$ cat config.mk
export PLATFORM = sky130hd
export DESIGN_NAME = demux_1to2_stream
export DESIGN_NICKNAME = d
export VERILOG_FILES = /design/src/rtl/demux_pkg.sv /design/src/rtl/demux_fifo.sv /design/src/rtl/demux_1to2_stream.sv
export SDC_FILE = /design/constraint.sdc
export NUM_CORES = 1
export LEC_CHECK = 0
export CORE_MARGIN = 1
export CORE_UTILIZATION = 45
export CTS_CLUSTER_DIAMETER = 150
export DETAILED_ROUTE_END_ITERATION = 6
export MAX_ROUTING_LAYER = met4
export PLACE_DENSITY = 0.69
export SLEW_MARGIN = 20
export SYNTH_ARGS = -nofsm -noshare
export SYNTH_HDL_FRONTEND = slang
export SYNTH_SLANG_ARGS = --single-unit
$ cat constraint.sdc
create_clock -name clk -period 5.9 [get_ports clk]
set_input_delay 1.18 -clock clk [delete_from_list [all_inputs] [get_ports clk]]
set_output_delay 1.18 -clock clk [all_outputs]
set_load 0.01 [all_outputs]
$ cat src/rtl/demux_pkg.sv
// Shared constants for the 1-to-2 stream demultiplexer.
package demux_pkg;

    localparam logic SEL_A = 1'b0;
    localparam logic SEL_B = 1'b1;

    localparam int unsigned DEFAULT_WIDTH = 16;
    localparam int unsigned DEFAULT_DEPTH = 4;

endpackage : demux_pkg

$ cat src/rtl/demux_fifo.sv
// First-word fall-through FIFO with occupancy count; storage is cleared on reset.
module demux_fifo
    import demux_pkg::*;
#(
    parameter int unsigned WIDTH = DEFAULT_WIDTH,
    parameter int unsigned DEPTH = DEFAULT_DEPTH
) (
    input  logic                     clk,
    input  logic                     rst,
    input  logic                     push,
    input  logic [WIDTH-1:0]         push_data,
    input  logic                     pop,
    output logic [WIDTH-1:0]         head_data,
    output logic                     valid,
    output logic                     full,
    output logic [$clog2(DEPTH):0]   count
);

    localparam int unsigned AW = $clog2(DEPTH);
    localparam int unsigned CW = AW + 1;

    logic [WIDTH-1:0] mem [DEPTH];
    logic [AW-1:0]    wr_ptr;
    logic [AW-1:0]    rd_ptr;
    logic             push_ok;
    logic             pop_ok;

    // Full and empty come straight from the registered count, so pop never
    // feeds back into push acceptance in the same cycle.
    assign full      = (count == CW'(DEPTH));
    assign valid     = (count != CW'(0));
    assign head_data = mem[rd_ptr];
    assign push_ok   = push && !full;
    assign pop_ok    = pop && valid;

    // Storage, pointers and occupancy; pointers wrap naturally at DEPTH.
    always_ff @(posedge clk or posedge rst) begin
        if (rst) begin
            for (int i = 0; i < int'(DEPTH); i++) begin
                mem[i] <= '0;
            end
            wr_ptr <= '0;
            rd_ptr <= '0;
            count  <= '0;
        end else begin
            if (push_ok) begin
                mem[wr_ptr] <= push_data;
                wr_ptr      <= wr_ptr + AW'(1);
            end
            if (pop_ok) begin
                rd_ptr <= rd_ptr + AW'(1);
            end
            case ({push_ok, pop_ok})
                2'b10:   count <= count + CW'(1);
                2'b01:   count <= count - CW'(1);
                default: count <= count;
            endcase
        end
    end

endmodule : demux_fifo

$ cat src/rtl/demux_1to2_stream.sv
// Routes each accepted input word into FIFO A or B according to in_sel.
module demux_1to2_stream
    import demux_pkg::*;
#(
    parameter int unsigned WIDTH = DEFAULT_WIDTH,
    parameter int unsigned DEPTH = DEFAULT_DEPTH
) (
    input  logic                     clk,
    input  logic                     rst,
    input  logic [WIDTH-1:0]         in_data,
    input  logic                     in_sel,
    input  logic                     in_valid,
    output logic                     in_ready,
    output logic [WIDTH-1:0]         a_data,
    output logic                     a_valid,
    input  logic                     a_ready,
    output logic [WIDTH-1:0]         b_data,
    output logic                     b_valid,
    input  logic                     b_ready,
    output logic [$clog2(DEPTH):0]   a_count,
    output logic [$clog2(DEPTH):0]   b_count
);

    logic a_full;
    logic b_full;
    logic a_push;
    logic b_push;
    logic accept;

    // Only in_sel reaches in_ready combinationally; full flags are registered.
    assign in_ready = (in_sel == SEL_B) ? !b_full : !a_full;
    assign accept   = in_valid && in_ready;
    assign a_push   = accept && (in_sel == SEL_A);
    assign b_push   = accept && (in_sel == SEL_B);

    // Output A queue.
    demux_fifo #(.WIDTH(WIDTH), .DEPTH(DEPTH)) u_fifo_a (
        .clk       (clk),
        .rst       (rst),
        .push      (a_push),
        .push_data (in_data),
        .pop       (a_ready),
        .head_data (a_data),
        .valid     (a_valid),
        .full      (a_full),
        .count     (a_count)
    );

    // Output B queue.
    demux_fifo #(.WIDTH(WIDTH), .DEPTH(DEPTH)) u_fifo_b (
        .clk       (clk),
        .rst       (rst),
        .push      (b_push),
        .push_data (in_data),
        .pop       (b_ready),
        .head_data (b_data),
        .valid     (b_valid),
        .full      (b_full),
        .count     (b_count)
    );

endmodule : demux_1to2_stream

* After elaboration in Yosys (flattened, before gate mapping)
Cells that the tools add are included.
Word-level totals: bits in registers 142, bits of input ports 22, output and inout port bits 41, word-level logic and storage cells 69
Operators by class: add/subtract/negate cells 8, $lt $le $gt $ge 6, eq/ne operators 6, mux-type cells 15, bitwise logic cells 5, reduce and logical (&&, ||, !) cells 15
Operator list (count):
- $bwmux 64 | 2
- $mux 16 | 6
- $bmux 16 s2 | 2
- $demux 16 s2 | 2
- $ge 3x3->1 const B | 4
- $not 2->3 | 4
- $pmux 3 s2 | 2
- $logic_and 1x1->1 | 9
- $add 2x1->2 const B | 4
- $add 3x1->3 const B | 2
- $eq 3x3->1 const B | 2
- $lt 3x1->1 const B | 2
- $reduce_bool 3->1 | 2
- $sub 3x1->3 const B | 2
- $eq 2x1->1 const B | 2
- $eq 2x2->1 const B | 2
- $reduce_bool 2->1 | 2
- $logic_not 1->1 | 2
- $mux 1 | 1
- $not 1->1 | 1

* Logic depth before layout (Yosys ltp)
Gate-level depths: netlist (run 1).
depth in word-level cells 8, gate-level depth with buffers 9, gate-level depth less buffers 9

* Modules after synthesis
A second synthesis (run 1) with hierarchy kept.
Unflattened totals: cells, all modules 389, area total of the unflattened synthesis 6742.7 um^2
By module, submodules not included:
- demux_fifo | instances 2, cells each 193, area each 3358.2 um^2, seq. area each 1776.7 um^2
- demux_1to2_stream | instances 1, cells each 3, area each 26.3 um^2, seq. area each 0.0 um^2

* Least setup slack after synthesis (run 1)
No wires, ideal clock.
path kind input to output, start in in_sel, end out in_ready, arrival time 1.438 ns, required time 4.720 ns, slack 3.282 ns, stages on the path 1, path buffers 0, cells stage by stage mux2i_1
On the way: cells in the longest elaborated chain, start to end 1
RTL lines:
- from (decl) | RTL line demux_1to2_stream.sv:11 | input logic in_sel,
- $mux 1 | RTL line demux_1to2_stream.sv:31 | assign in_ready = (in_sel == SEL_B) ? !b_full : !a_full;
- to (decl) | RTL line demux_1to2_stream.sv:13 | output logic in_ready,
No other way between the ends.

* Final worst setup path (run 1)
Same ends and word-level chain as after synthesis.

==> run metrics, run 1 <==
number of nets with antenna violations after routing 0; # clock sinks approximately 140; Synthesized Nets ~420; maximum clock rate roughly 250 MHz; buffers from clock root to sink, at most 2; max-slew violations 0; Crit Path Category input port to output port; final cell count without fillers 650; Hold WC Path Type flip-flop to flip-flop; Slew HR 0.363; summed negative setup slack over all endpoints 0 ns; number of buffers inserted by port buffering a little over 60; vias after detailed routing 3470; Primary FF master, synth dfrtp_1; # resized after CTS 0; number of synthesized flops with an enable pin 0; maximum capacitance violations 0; wire length reported by the detailed router 12.6 mm; start point of the worst min-delay path u_fifo_a.mem[25]; pin count of the biggest net entering global routing 110; first-pass GRT wire length between 20 and 25 mm; shortest period the worst path allows between 4 and 5 ns; Net count, final 491; total of flip-flops plus latches after synthesis around 140; proportion of synthesized chip area in sequential cells 0.538; later-pin clock latency in the skew report ~0.42 ns; post-synthesis async set-or-reset flop share 1.00; detailed-placement wirelength estimate slightly below 8 mm; clock skew after layout 0.00781 ns; die outline width 123 um; Crit path buffers/inverters 2; endpoint of the most critical register-to-register path u_fifo_a.count[2]; violation count after the first detailed-routing iteration about 220; Max FO, Critical Path 7; outcome completed; CTS tree yes; area of the die around 15000 um2; required arrival time at the worst endpoint 4.72 ns; overall fraction of global-route tracks in use 0.194; Inserted Clock Buffers 17; peak per-stage delay on the critical path 0.83 ns; fraction of final layout cells with drive strength greater than 1 0.379; r2r worst-path depth 9; worst flop-to-flop path startpoint u_fifo_a.count[0]; vias per inst between 5 and 6; Routed wire per std cell between 15 and 20 um; # rows 43; cell mode on critical path clkdlybuf4s50_1; Worst Max-Slew Pin Slew between 0.9 and 1 ns; total of hold buffers inserted after clock tree synthesis 0; DRC violation count after routing 0; number of hold-slack violations in the final timing report 0; drt pass-1 iters 6; most used cells in the layout excluding fill and tap cells 142 x dfrtp_1, 62 x clkdlybuf4s50_1, 51 x mux2_2; number of placed cells counting well taps a little over 600; vertical extent of the die 123 um; routability congestion estimate between 0.6 and 0.7; yosys warns 0; number of setup violations in the final report 0; Leak roughly 0.0034 uW; power density of the placed cells just over 600 nW/um2; initial antenna violation count 0; cell family with most CP delay buffers and inverters; cell at the root of the clock tree clkbuf_16; clock transition at the registers of the reported paths 0.06 ns; H-tree depth 4; Min-Delay Path Depth 1; slack of the worst reg-to-reg path about 3.3 ns; synthesized area per cell between 15 and 20 um2; total core area 14100 um2; synthesized instance count about 390; CP Launch Type input port; cells along the critical path clkdlybuf4s50_1 > mux2i_1 > clkdlybuf4s50_1; slowest stage cell on the critical path clkdlybuf4s50_1; unrepaired setup endpoints after global routing no; number of I/O pins 63; Hold Path Sink u_fifo_a.mem[25]; setup bufs post-CTS 0; Inserted Diodes 0; area delta synth->final 22.4%; crit path capture type output port; vias in the first global route ~3800; Remaining Overflow, GRT 0; Synth Cell Area 6600 um2; distinct cell type count after synthesis 26; Final Cycle Share 0.679; starting density of the core 0.468; CP Data Arrival Time about 2.8 ns; highest ir drop seen on vdd about 0.35 mV; most common cell after layout, fill and taps aside dfrtp_1
[flip-flops by register name (all words and copies together) (netlist names)]
name	count
u_fifo_b.count	3
u_fifo_a.wr_ptr	2
u_fifo_a.count	3
u_fifo_b.wr_ptr	2
u_fifo_b.rd_ptr	2
u_fifo_a.mem	64
u_fifo_a.rd_ptr	2
u_fifo_b.mem	64
[logic make-up after synthesis]
kind of cell / synth area share
xor+xnor: 0.0159
buf+inv: 0.0296
simple gates: 0.0300
fa+ha+maj: 0.0250
compound gates: 0.00284
mux: 0.358
flops: 0.538
[cell usage after synthesis (2+ instances only)]
cell      instances  area [um2]
buf_6             8        90.1
xor2_1            6        52.6
nand2_1           2        7.51
mux2_1           39         439
nor2_1            3        11.3
mux2_2           51         574
dfrtp_1         142        3550
fa_1              2        40.0
clkbuf_1          2        7.51
xnor2_1           6        52.6
inv_1            13        48.8
mux2_4           40         601
buf_2             9        45.0
nor3b_4           5        93.8
mux2i_1           3        30.0
nor4bb_1          4        40.0
mux4_2           32         721
ha_1             10         125
[final cells by class]
cell class	count	area, um2
fillers	1106	6020
flip-flops and latches	142	3550
multi-input cells	210	2910
repair buffers	73	726
clock buffers	22	474
well taps	180	225
clock inverters	10	136
inverters	13	53.8
[metal layers]
layer | part of all wire | GRT usage
met2 | 0.49 | 0.303
met4 | 0.011 | 0.0565
met5 | 0 | -
met3 | 0.048 | 0.0604
met1 | 0.45 | 0.244
[worst reg2reg max path, stage by stage (launching register included)]
cell and delay [ns]:
dfrtp_1 0.45, nor3b_2 0.70, nor3b_1 0.21, inv_1 0.11, ha_1 0.18, inv_1 0.06
fa_1 0.37, xor2_1 0.15, nor2_1 0.11, xor2_1 0.15
[power breakdown]
part | switching (uW) | internal [uW] | total (uW)
clock | 402 | 697 | 1100
sequential | 336 | 1470 | 1810
combinational | 690 | 1330 | 2020
total | 1430 | 3500 | 4920
[stage by stage]
step | util | hold slack (ns) | area, um2 | power (uW) | worst slack, ns
after floorplan | - | 0.452 | 6600 | 3050 | 0.910
after global placement | 0.526 | 0.462 | 7420 | 3790 | 1.92
after detailed placement | 0.526 | 0.469 | 7420 | 3850 | 1.88
after CTS | 0.570 | 0.483 | 8030 | 4980 | 1.87
after global routing | 0.573 | 0.500 | 8080 | 5230 | 1.81
final | 0.573 | 0.478 | 8080 | 4920 | 1.89
[worst max path at each step]
stage / from / depth (start not counted) / to
6_report: in_sel / 3 / in_ready
5_1_grt: in_sel / 3 / in_ready
4_1_cts: in_sel / 3 / in_ready
3_5_place_dp: in_sel / 3 / in_ready
3_3_place_gp: in_sel / 3 / in_ready
2_1_floorplan: rst / 1 / u_fifo_a.count[0]
(Power assumes the default switching activity.)
==> run 2: changes to the inputs <==
==> constraint.sdc (replaced) <==
create_clock -name clk -period 4 [get_ports clk]
set_input_delay 0.8 -clock clk [delete_from_list [all_inputs] [get_ports clk]]
set_output_delay 0.8 -clock clk [all_outputs]
set_load 0.01 [all_outputs]
==> run 2 against run 1 <==
- register-to-register slack got worse by 1.9 ns
- largest cell class unchanged
- largest power group unchanged
- critical path depth unchanged
- first-iteration DRC count decreased by 36%
==> run metrics, run 2 (same netlist as run 1, synthesis figures left out) <==
Tot Pwr 7140 uW (was 4920 uW); vias in the first global route 3832 (was 3777); detailed-placement wirelength estimate 8.28 mm (was 7.88 mm); overall fraction of global-route tracks in use 0.198 (was 0.194); summed negative setup slack over all endpoints 0 ns (unchanged); vias per inst 5.38 (was 5.34); number of fill cells 1100 (was 1106); Sw Share 0.295 (was 0.290); switching power 2100 uW (was 1430 uW); shortest period the worst path allows around 3.3 ns; starting density of the core 0.468 (unchanged); number of I/O pins 63 (unchanged); die outline width 123 um (unchanged); required arrival time at the worst endpoint 3.20 ns (was 4.72 ns); clock transition at the registers of the reported paths 0.06 ns (about the same); Remaining Overflow, GRT 0 (unchanged); number of buffers inserted by port buffering 62 (unchanged); area after detailed placement 7470 um2 (was 7420 um2); buffers from clock root to sink, at most 2 (unchanged); # clock sinks 142 (unchanged); Slew HR 0.412 (was 0.363); Net count, final 493 (was 491); CTS tree yes (unchanged); initial antenna violation count 0 (unchanged); power density of the placed cells 890 nW/um2 (was 609 nW/um2); Hold WC Path Type flip-flop to flip-flop (unchanged); maximum clock rate approximately 300 MHz; CP Data Arrival Time 2.51 ns (was 2.83 ns); pin count of the biggest net entering global routing 85 (was 110); most common cell after layout, fill and taps aside dfrtp_1 (unchanged); proportion of power drawn by the clock network 0.208 (was 0.223); post-layout utilization of the core 0.569 (was 0.573); area of the die 15200 um2 (unchanged); most used cells in the layout excluding fill and tap cells 142 x dfrtp_1, 62 x clkdlybuf4s50_1, 51 x mux2_2 (unchanged); Worst Max-Slew Pin Slew 0.882 ns (was 0.955 ns); Leak 0.00342 uW (was 0.00343 uW); clock skew after layout 0.00657 ns (was 0.00781 ns); Comb power frac 0.415 (was 0.410); Crit Path Category flip-flop to output port (was input port to output port); later-pin clock latency in the skew report 0.42 ns (about the same); maximum capacitance violations 0 (unchanged); vias after detailed routing 3495 (was 3470); routability congestion estimate 0.743 (was 0.666); Inserted Clock Buffers 17 (unchanged); P_int 5040 uW (was 3500 uW); number of setup violations in the final report 0 (unchanged); DRC violation count after routing 0 (unchanged); number of hold-slack violations in the final timing report 0 (unchanged); violation count after the first detailed-routing iteration 141 (was 222); highest ir drop seen on vdd 0.401 mV (was 0.353 mV); number of nets with antenna violations after routing 0 (unchanged); unrepaired setup endpoints after global routing no (unchanged); crit path capture type output port (unchanged); post-route cell area 8020 um2 (was 8080 um2); drt pass-1 iters 4 (was 6); CP Launch Type flip-flop (was input port); total of hold buffers inserted after clock tree synthesis 0 (unchanged); H-tree depth 4 (unchanged); first-pass GRT wire length 21.0 mm (was 20.7 mm); cell at the root of the clock tree clkbuf_16 (unchanged); Max FO, Critical Path 10 (was 7); Regs by FF count u_fifo_a.mem x64, u_fifo_b.mem x64 (unchanged); Final Cycle Share 0.828; vertical extent of the die 123 um (unchanged); max-slew violations 0 (unchanged); outcome completed (unchanged); Routed wire per std cell 19.8 um (was 19.5 um); part of the total power dissipated in sequential elements 0.377 (was 0.367); fraction of final layout cells with drive strength greater than 1 0.379 (unchanged); # resized after CTS 0 (unchanged); # rows 43 (unchanged); area delta synth->final 21.6% (was 22.4%); wire length reported by the detailed router 12.9 mm (was 12.6 mm); Inserted Diodes 0 (unchanged); setup bufs post-CTS 0 (unchanged); total core area 14100 um2 (unchanged)
## run 2: worst paths after layout
kind                                    startpoint                end  cells after the start  slack, ns
worst max-delay path            u_fifo_b.rd_ptr[0]         b_data[15]                      3       0.69
worst min-delay path               u_fifo_a.mem[6]    u_fifo_a.mem[6]                      1       0.48
worst max register to register   u_fifo_a.count[0]  u_fifo_a.count[2]                      9       1.45
worst min register to register     u_fifo_a.mem[6]    u_fifo_a.mem[6]                      1       0.48
max in group asynchronous                      rst   u_fifo_b.mem[37]                      3       2.33
min in group asynchronous                      rst   u_fifo_a.mem[59]                      2       0.83
## run 2: worst max-delay path: stages, from the launching register on
cell and delay [ns]:
dfrtp_1 0.72, buf_4 0.34, mux4_2 0.53, clkdlybuf4s50_1 0.49
## run 2: metrics by stage
| step | hold slack [ns] | cells | setup slack [ns] |
|---|---|---|---|
| after floorplan | 0.452 | 385 | 1.42 |
| after global placement | 0.463 | 620 | 0.995 |
| after detailed placement | 0.472 | 620 | 0.975 |
| after CTS | 0.486 | 650 | 0.610 |
| after global routing | 0.499 | 650 | 0.537 |
| final | 0.484 | 650 | 0.686 |
## run 2: cell type report
cell class / instances / area (um2) / area share
clock buffer: 23 / 488 / 0.0608
clock inverter: 7 / 62.6 / 0.00780
inverter: 13 / 52.6 / 0.00655
multi-input combinational: 210 / 2910 / 0.363
sequential: 142 / 3550 / 0.443
tap: 180 / 225 / 0.0281
timing repair buffer: 75 / 731 / 0.0911
## run 2: metal layers
layer  GRT usage  vias up  share of wire
met1       0.256     1863           0.47
li1            -     1553              -
met4      0.0806        0          0.017
met5           -        -              0
met2       0.296       65           0.47
met3      0.0540       14          0.041
## run 2: power by group through the flow
| stage | combinational, uW | sequential (uW) | clock (uW) |
|---|---|---|---|
| floorplan | 2040 | 2470 | 0 |
| global placement | 2940 | 2660 | 0 |
| detailed placement | 3010 | 2710 | 0 |
| CTS | 3020 | 2690 | 1520 |
| global route | 3200 | 2800 | 1570 |
| finish | 2960 | 2690 | 1490 |
==> run 3: changes to the inputs <==
==> constraint.sdc (replaced) <==
create_clock -name clk -period 3.3 [get_ports clk]
set_input_delay 0.66 -clock clk [delete_from_list [all_inputs] [get_ports clk]]
set_output_delay 0.66 -clock clk [all_outputs]
set_load 0.01 [all_outputs]
==> run 3 against run 2 <==
- via count is 0.52% higher
- largest power group unchanged
- design area is 1.4% higher
- critical path depth stayed put
- highest routed layer unchanged
- flip-flop and latch count stayed put
- global-route usage hardly changed
- utilization is 0.82 points higher
==> run metrics, run 3 (same netlist as run 1, synthesis figures left out) <==
required arrival time at the worst endpoint 2.64 ns (was 3.20 ns); slack of the worst reg-to-reg path 0.70 ns (was 1.45 ns); # clock sinks 142 (unchanged); number of fill cells 1080 (was 1100); r2r worst-path depth 9 (unchanged); most used cells in the layout excluding fill and tap cells 142 x dfrtp_1, 62 x clkdlybuf4s50_1, 51 x mux2_2 (unchanged); area delta synth->final 23.3% (was 21.6%); P_int 6260 uW (was 5040 uW); Max FO, Critical Path 12 (was 10); most common cell after layout, fill and taps aside dfrtp_1 (unchanged); pin count of the biggest net entering global routing 72 (was 85); vias per inst 5.36 (was 5.38); # resized after CTS 0 (unchanged); Remaining Overflow, GRT 0 (unchanged); Crit path buffers/inverters 2 (unchanged); initial antenna violation count 0 (unchanged); final cell count without fillers 655 (was 650); Regs by FF count u_fifo_a.mem x64, u_fifo_b.mem x64 (unchanged); Slew HR 0.458 (was 0.412); Worst Max-Slew Pin Slew 0.809 ns (was 0.882 ns); CP Data Arrival Time 2.31 ns (was 2.51 ns); overall fraction of global-route tracks in use 0.198 (about the same); number of setup violations in the final report 0 (unchanged); start point of the worst min-delay path u_fifo_a.mem[40] (was u_fifo_a.mem[6]); Inserted Clock Buffers 17 (unchanged); area after detailed placement 7550 um2 (was 7470 um2); number of I/O pins 63 (unchanged); maximum capacitance violations 0 (unchanged); total of hold buffers inserted after clock tree synthesis 0 (unchanged); H-tree depth 4 (unchanged); detailed-placement wirelength estimate 8.34 mm (was 8.28 mm); drt pass-1 iters 4 (unchanged); cells along the critical path buf_12 > mux4_2 > clkdlybuf4s50_1 (was buf_4 > mux4_2 > clkdlybuf4s50_1); buffers from clock root to sink, at most 2 (unchanged); worst flop-to-flop path startpoint u_fifo_a.count[0] (unchanged); number of buffers inserted by port buffering 62 (unchanged); number of nets with antenna violations after routing 0 (unchanged); area of the die 15200 um2 (unchanged); Hold WC Path Type flip-flop to flip-flop (unchanged); cell at the root of the clock tree clkbuf_16 (unchanged); first-pass GRT wire length 21.2 mm (was 21.0 mm); proportion of power drawn by the clock network 0.215 (was 0.208); vertical extent of the die 123 um (unchanged); vias in the first global route 3862 (was 3832); maximum clock rate roughly 340 MHz; vias after detailed routing 3513 (was 3495); switching power 2560 uW (was 2100 uW); # rows 43 (unchanged); fraction of final layout cells with drive strength greater than 1 0.385 (was 0.379); clock skew after layout 0.00410 ns (was 0.00657 ns); Tot Pwr 8820 uW (was 7140 uW); Setup crit start u_fifo_a.rd_ptr[0] (was u_fifo_b.rd_ptr[0]); violation count after the first detailed-routing iteration 178 (was 141); number of hold-slack violations in the final timing report 0 (unchanged); slowest stage cell on the critical path dfrtp_1 (unchanged); Comb power frac 0.424 (was 0.415); part of the total power dissipated in sequential elements 0.361 (was 0.377); Crit Path Category flip-flop to output port (unchanged); Routed wire per std cell 19.8 um (about the same); starting density of the core 0.468 (unchanged); Net count, final 496 (was 493); total core area 14100 um2 (unchanged); wire length reported by the detailed router 12.9 mm (about the same); Leak 0.00347 uW (was 0.00342 uW); setup bufs post-CTS 0 (unchanged); summed negative setup slack over all endpoints 0 ns (unchanged); unrepaired setup endpoints after global routing no (unchanged); peak per-stage delay on the critical path 0.61 ns (was 0.72 ns); number of placed cells counting well taps 623 (was 620); later-pin clock latency in the skew report 0.42 ns (about the same); Crit. path cell count 3 (unchanged); post-route cell area 8140 um2 (was 8020 um2); max-slew violations 0 (unchanged); routability congestion estimate 0.744 (was 0.743); highest ir drop seen on vdd 0.516 mV (was 0.401 mV); Inserted Diodes 0 (unchanged); Min-Delay Path Depth 1 (unchanged); DRC violation count after routing 0 (unchanged); die outline width 123 um (unchanged); outcome completed (unchanged); crit path capture type output port (unchanged); clock transition at the registers of the reported paths 0.06 ns (about the same); CP Launch Type flip-flop (unchanged); Sw Share 0.290 (was 0.295); Final Cycle Share 0.898; cell family with most CP delay buffers and inverters (unchanged); power density of the placed cells 1080 nW/um2 (was 890 nW/um2); shortest period the worst path allows just under 3 ns; CTS tree yes (unchanged)
==> run 3: worst paths after layout <==
kind / end
min: u_fifo_a.mem[40]
min in group asynchronous: u_fifo_a.count[0]
max in group asynchronous: u_fifo_b.mem[32]
max reg2reg: u_fifo_a.count[2]
min reg2reg: u_fifo_a.mem[40]
max: a_data[9]
==> run 3: stage by stage <==
step	util	setup slack [ns]	hold slack (ns)
CTS	0.577	0.302	0.483
global route	0.577	0.228	0.498
floorplan	-	0.863	0.452
global placement	0.535	0.520	0.462
detailed placement	0.535	0.402	0.471
finish	0.577	0.335	0.480
==> run 3: power by group through the flow <==
| stage | sequential, uW | combinational (uW) | clock [uW] |
|---|---|---|---|
| global placement | 3150 | 3720 | 0 |
| floorplan | 2990 | 2470 | 0 |
| finish | 3180 | 3740 | 1900 |
| CTS | 3190 | 3810 | 1930 |
| detailed placement | 3200 | 3790 | 0 |
| global route | 3310 | 4030 | 2010 |
==> run 3: routing by layer <==
metal | global-route usage | vias up | share of wire
met1 | 0.255 | 1878 | 0.47
met4 | 0.0708 | 0 | 0.015
li1 | - | 1560 | -
met2 | 0.304 | 60 | 0.48
met3 | 0.0498 | 15 | 0.038
met5 | - | - | 0
==> run 3: final cells by class <==
type / count / area (um2) / share of cell area
multi-input combinational: 210 / 2910 / 0.358
sequential: 142 / 3550 / 0.437
tap: 180 / 225 / 0.0277
clock buffer: 27 / 543 / 0.0667
clock inverter: 5 / 50.0 / 0.00615
inverter: 13 / 52.6 / 0.00646
timing repair buffer: 78 / 803 / 0.0987
